**src/rtl/pwm_multi.sv**
```systemverilog
// Multi-channel PWM: one shared edge/center-aligned counter, double-buffered compares.
// Optional per-channel output polarity when PWM_POLARITY_EN is defined.
//
// dir   | meaning
// ------+------------------------------------------
// UP    | counting up (edge mode, or center rising)
// DOWN  | center mode, descending towards 1
module pwm_multi #(
    parameter  int CTR_LEN  = 8,
    parameter  int CHANNELS = 4,
    localparam int CH_W     = (CHANNELS > 1) ? $clog2(CHANNELS) : 1
) (
    input  logic                clk,
    input  logic                rst,
    input  logic                en,
    input  logic [CTR_LEN-1:0]  period,
    input  logic                center_mode,
    input  logic                cmp_wr,
    input  logic [CH_W-1:0]     cmp_ch,
    input  logic [CTR_LEN-1:0]  cmp_data,
`ifdef PWM_POLARITY_EN
    input  logic [CHANNELS-1:0] pol_inv,
`endif
    output logic [CHANNELS-1:0] pwm_out,
    output logic                period_start
);

    typedef enum logic {UP = 1'b0, DOWN = 1'b1} dir_t;

    localparam logic [CTR_LEN-1:0] ONE = CTR_LEN'(1);

    logic [CTR_LEN-1:0]  cnt;
    logic [CTR_LEN-1:0]  p_act;
    dir_t                dir;
    logic                mode_act;
    logic [CTR_LEN-1:0]  shadow  [CHANNELS];
    logic [CTR_LEN-1:0]  cmp_act [CHANNELS];
    logic [CHANNELS-1:0] pol_act;
    logic [CHANNELS-1:0] pol_nxt;
    logic                boundary;

`ifdef PWM_POLARITY_EN
    assign pol_nxt = pol_inv;
`else
    assign pol_nxt = '0;
`endif

    // Boundary = the edge on which cnt returns to 0 and the buffered values go live.
    always_comb begin
        boundary = 1'b0;
        if (mode_act)
            boundary = ((dir == DOWN) && (cnt == ONE)) || (p_act <= ONE);
        else
            boundary = (cnt == p_act);
    end

    assign period_start = en && (cnt == '0);

    always_ff @(posedge clk or negedge rst) begin
        if (!rst) begin
            for (int i = 0; i < CHANNELS; i++)
                shadow[i] <= '0;
        end else begin
            for (int i = 0; i < CHANNELS; i++)
                if (cmp_wr && (int'(cmp_ch) == i))
                    shadow[i] <= cmp_data;
        end
    end

    always_ff @(posedge clk or negedge rst) begin
        if (!rst) begin
            cnt      <= '0;
            dir      <= UP;
            p_act    <= '0;
            mode_act <= 1'b0;
            pol_act  <= '0;
            pwm_out  <= '0;
            for (int i = 0; i < CHANNELS; i++)
                cmp_act[i] <= '0;
        end else if (!en) begin
            // Idle: hold at the start of a period and keep tracking the buffers.
            cnt      <= '0;
            dir      <= UP;
            p_act    <= period;
            mode_act <= center_mode;
            pol_act  <= pol_nxt;
            pwm_out  <= pol_act;
            for (int i = 0; i < CHANNELS; i++)
                cmp_act[i] <= shadow[i];
        end else begin
            for (int i = 0; i < CHANNELS; i++)
                pwm_out[i] <= (cnt < cmp_act[i]) ^ pol_act[i];

            if (boundary) begin
                cnt      <= '0;
                dir      <= UP;
                p_act    <= period;
                mode_act <= center_mode;
                pol_act  <= pol_nxt;
                for (int i = 0; i < CHANNELS; i++)
                    cmp_act[i] <= shadow[i];
            end else if (!mode_act) begin
                cnt <= cnt + 1'b1;
            end else if (dir == UP) begin
                if (cnt == p_act) begin
                    dir <= DOWN;
                    cnt <= cnt - 1'b1;
                end else begin
                    cnt <= cnt + 1'b1;
                end
            end else begin
                cnt <= cnt - 1'b1;
            end
        end
    end

endmodule

```
**config.mk**
```make
export PLATFORM = sky130hd
export DESIGN_NAME = pwm_multi
export DESIGN_NICKNAME = d
export VERILOG_FILES = /design/src/rtl/pwm_multi.sv
export SDC_FILE = /design/constraint.sdc
export NUM_CORES = 1
export LEC_CHECK = 0
export CORE_AREA = 4 4 104 106
export DETAILED_ROUTE_END_ITERATION = 12
export DIE_AREA = 0 0 108 110
export HOLD_SLACK_MARGIN = 0.15
export PLACE_DENSITY = 0.59
export SLEW_MARGIN = 20
export SYNTH_ARGS = -nofsm -noshare
export SYNTH_HDL_FRONTEND = slang
export SYNTH_SLANG_ARGS = --single-unit
```
**constraint.sdc**
```tcl
create_clock -name clk -period 4.55 [get_ports clk]
set_input_delay 0.6825 -clock clk [delete_from_list [all_inputs] [get_ports clk]]
set_output_delay 0.6825 -clock clk [all_outputs]
set_load 0.01 [all_outputs]
```
Word level (Yosys, flattened, before mapping)
Index checks and enable logic that the tools add are counted.

Reduce and logical (&&, ||, !) cells: 9. $add $sub $neg: 2. Bitwise gates (word level): 4. $lt $le $gt $ge: 5. Eq/ne operators: 7. Multiplexer cells: 20.

Operators by type and width (count): 2-to-1 mux 32 bit (2); 2-to-1 mux 8 bit (7); less-than comparator 8 bit (4); 2-to-1 mux 4 bit (3); adder 8 x 1 -> 8 bit (second input constant) (1); equality test 8 x 1 -> 1 bit (second input constant) (1); equality test 8 bit (1); <= comparator 8 x 1 -> 1 bit (second input constant) (1); logical NOT 8 bit (1); 2-to-1 mux 1 bit (8); subtractor 8 x 1 -> 8 bit (second input constant) (1); logical AND 1 bit (6); equality test 2 bit (second input constant) (2); XOR 1 bit (4); inequality test 3 x 1 -> 1 bit (second input constant) (1); equality test 2 x 1 -> 1 bit (second input constant) (1); logical NOT 2 bit (1); inequality test 2 x 1 -> 1 bit (second input constant) (1); logical OR 1 bit (1).

Bits of input ports: 23. Logic and storage cells: 61. Bits in registers: 90. Output and inout bits: 5.

Longest topological paths before layout
Depth after elaboration: 6. Mapped depth: 9. Gate-level depth less buffers: 7.

Least setup slack after synthesis
OpenSTA, ideal clock, no wires.

Path type: register to register. Start: register cnt[2]. End: register cmp_act[12] (netlist bit). Period minus slack after synthesis: 2.201 ns. Data required time: 4.425 ns. Path slack: 2.349 ns. Arrival: 2.076 ns. Buffers on the path: 3. Cell stages (with the launch flop): 9. Library setup time: 0.125 ns. Cells stage by stage: dfrtp_1 -> buf_6 -> or4_4 -> nor3_2 -> a41o_2 -> nor2_2 -> buf_6 -> buf_6 -> mux2_4.

Word-level cells in the longest chain between the ends: 5. Elaborated cells on any way between the ends: 6. Classes of those cells: 3 x eq/ne; 1 x mux; 2 x reduce/logical.

Ends and longest elaborated chain: start, declared (line 32) `logic [CTR_LEN-1:0] cnt;`; start signal, assigned (line 103) `cnt <= cnt + 1'b1;`; start signal, assigned (line 107) `cnt <= cnt - 1'b1;`; start signal, assigned (line 109) `cnt <= cnt + 1'b1;`; equality test 8 x 1 -> 1 bit (line 52) `boundary = ((dir == DOWN) && (cnt == ONE)) || (p_act <= ONE);`; logical AND 1 bit (line 52); logical OR 1 bit (line 52); 2-to-1 mux 1 bit * (line 51) `if (mode_act)`; inequality test 2 x 1 -> 1 bit (no source line) *; end signal, assigned by index (line 89) `cmp_act[i] <= shadow[i];`; end signal, assigned by index (line 101) `cmp_act[i] <= shadow[i];`; end, declared (line 37) `logic [CTR_LEN-1:0] cmp_act [CHANNELS];`.

Every way passes the cells marked *; elsewhere a longest branch is shown, timed or not. A chain may end at the register's enable or synchronous reset.

Final worst setup path
Start: register cnt[5]. End: output period_start.

Word-level cells in the longest chain between the ends: 2.

Ends and longest elaborated chain: logical NOT 8 bit (line 57) `assign period_start = en && (cnt == '0);`; logical AND 1 bit (line 57); end, declared (line 25) `output logic period_start`.

No other way between the ends.

==> out/metrics.csv <==
metric;value;unit
status;complete, no violations;
commonest cells in the netlist;dfrtp_1 (86), ha_1 (32), mux2_2 (32);
Post-CTS Setup Bufs;0;
Routed Antenna Nets;0;
Site Rows;36;
Critical Path AT;2.33;ns
critical path type;register to primary output;
Achievable Freq;332;MHz
initial antenna violation count;0;
Comb pwr share;0.196;
Cells after Synth;345;
Top FF cell, synth;dfrtp_1;
slowest CP cell;or4_4;
Routability Congestion;0.794;
Setup crit start kind;register;
max-slew violation count;0;
post-DR wirelength/cell;15.3;microns
Total Wirelength;7850;microns
sequential-to-total area share from yosys stat;0.490;
CTS tree;built;
Num CTS Buffers;9;
proportion of layout cells with a drive suffix above 1;0.211;
die width;108;microns
number of global-route vias before repair;2678;
critical path peak fanout;10;
gr usage total;0.152;
initial core utilization;0.450;
Least-Margin Pin Slew;0.870;ns
EDFF count, synth;0;
top-count cell post-synth;dfrtp_1;
Clock Skew;0.00996;ns
post-synth net total;400;
Clk pwr share;0.289;
Antenna Cells;0;
final hold violations;0;
global-route wire length before repair;13700;microns
Core Util, Final;0.511;
clock sink count;86;
fin crit period;3.01;ns
internal power;1.40;mW
final worst setup slack;1.54;ns
grt total ovfl;0;
H-tree depth;3;
Setup TNS;0;ns
Min-Delay Path Class;input pin to asynchronous set/reset pin;
Post-CTS Resized;0;
Total Power;1.91;mW
endpoint type of the worst setup path;primary output;
synthesized area;4390;sq um
Area Overhead vs Synth;13.7;%
clock buffer depth;2;
worst slack at placement;1.86;ns
NetSw;0.517;mW
Power Density;383;nW/um^2
DP HPWL;5450;microns
I/O pin total;28;
slew margin rel.;0.418;
via/cell ratio;5.09;
P_leak;2.39;nW
Iter 0 DRT Violations;104;
CP Data Required Time;3.87;ns
DRC errors left;0;
Hold-fix buffers, CTS;0;
die area;11900;sq um
Mapped Avg Cell Area;12.7;sq um
Final setup violation count;0;
root buffer cell;clkbuf_8;
VDD IR-drop max;0.227;mV
top cells by area, synth;dfrtp_1 (49%), ha_1 (9.1%), mux2_2 (8.2%);
DR pass1 iterations;4;
CTS clk-pin slew, worst paths;0.09;ns
worst skew pair latency;0.37;ns
fin nets;430;
# Max-Cap Violations;0;
post-synth cell types;37;
share of the synthesized area in the top cell type;0.490;
total number of vias;2613;
final critical-path share of the clock period;0.661;
unrepaired setup endpoints after global routing;no;
largest net degree at the start of global routing;87;
slowest stage delay, CP;0.60;ns
worst-path cell chain;or4_4, nor3_2, and3_1, clkdlybuf4s50_1;
CORE AREA;9770;sq um
warnings from Yosys;0;
Synth area leader;dfrtp_1;
ys async rst share;1.00;
count of state elements after synthesis;86;
switch share;0.270;
register share of total power;0.515;
DIE HEIGHT;110;microns
port bufs;27;
[layout by cell type (no fill, tap or decap), drive strengths merged, types with 2 or more instances in the layout]
master         instances
dfrtp                 86
mux2                  73
ha                    32
inv                   31
clkdlybuf4s50         26
nand2                 19
mux2i                 11
clkbuf                10
a21oi                  9
xnor2                  8
or3                    8
a21o                   8
o21ai                  7
nand3b                 6
nand3                  5
nor2                   5
nand2b                 4
a31oi                  4
clkinv                 4
nor3                   4
nand4                  3
and3                   3
or4                    3
buf                    2
[state kept, by name (all words and copies together), names as in the netlist]
signal and cells:
cmp_act 32, shadow 32, cnt 8, p_act 8, pwm_out 4, dir 1
mode_act 1
[metal layers]
layer / up-vias / GRT usage / part of all wire
li1: 1282 / - / -
met1: 1281 / 0.202 / 0.49
met2: 39 / 0.237 / 0.46
met3: 11 / 0.0419 / 0.036
met4: 0 / 0.0595 / 0.018
met5: - / 0 / 0
[power groups by stage]
stage	combinational, mW	clock (mW)	sequential [mW]
3_5_place_dp	0.382	0	1.00
2_1_floorplan	0.291	0	0.968
4_1_cts	0.384	0.581	0.987
3_3_place_gp	0.370	0	0.998
6_report	0.375	0.553	0.985
5_1_grt	0.425	0.608	1.01
[stage by stage]
stage	std cells	instance area (sq um)	hold WS (ns)
final	513	5000	0.338
after CTS	513	4990	0.485
after global placement	497	4780	0.462
after detailed placement	497	4780	0.466
after global routing	513	5000	0.424
after floorplan	345	4390	0.387
[critical path: cells and delay by family (launching register included)]
| kind | cells | cell delay (ns) |
|---|---|---|
| and+or+nand+nor | 3 | 0.91 |
| DFF | 1 | 0.52 |
| buffers and inverters | 1 | 0.53 |
[area by class of cell]
type                            count  area (sq um)
Clock buffer                       10           138
Sequential cell                    86          2150
Tap cell                          133           166
Multi-Input combinational cell    220          2070
Inverter                           30           113
Fill cell                         884          4780
Timing Repair Buffer               28           292
Clock inverter                      6          70.1
[logic make-up (layout without fill, tap and decap cells)]
logic type               Yosys count  after routing  synth area share
AND/OR/NAND/NOR                   63             63            0.0809
adder cells (fa/ha/maj)           32             32            0.0911
flip-flops                        86             86             0.490
multiplexers                      84             84             0.233
XOR/XNOR                           8              8            0.0159
AO/OA/AOI/OAI                     33             33            0.0473
buffers and inverters             39             74            0.0424
[path summary, 6_finish.rpt]
kind	startpoint	to	slack (ns)	depth (start not counted)
hold / removal	rst	pwm_out[2]	0.34	1
hold reg to reg	shadow[2]	cmp_act[2]	0.48	1
setup / recovery	cnt[5]	period_start	1.54	4
max in group asynchronous	rst	p_act[5]	3.65	1
setup reg to reg	cnt[5]	cmp_act[15]	2.18	6
min in group clk	shadow[2]	cmp_act[2]	0.48	1
Power figures use the tool's default switching activity.
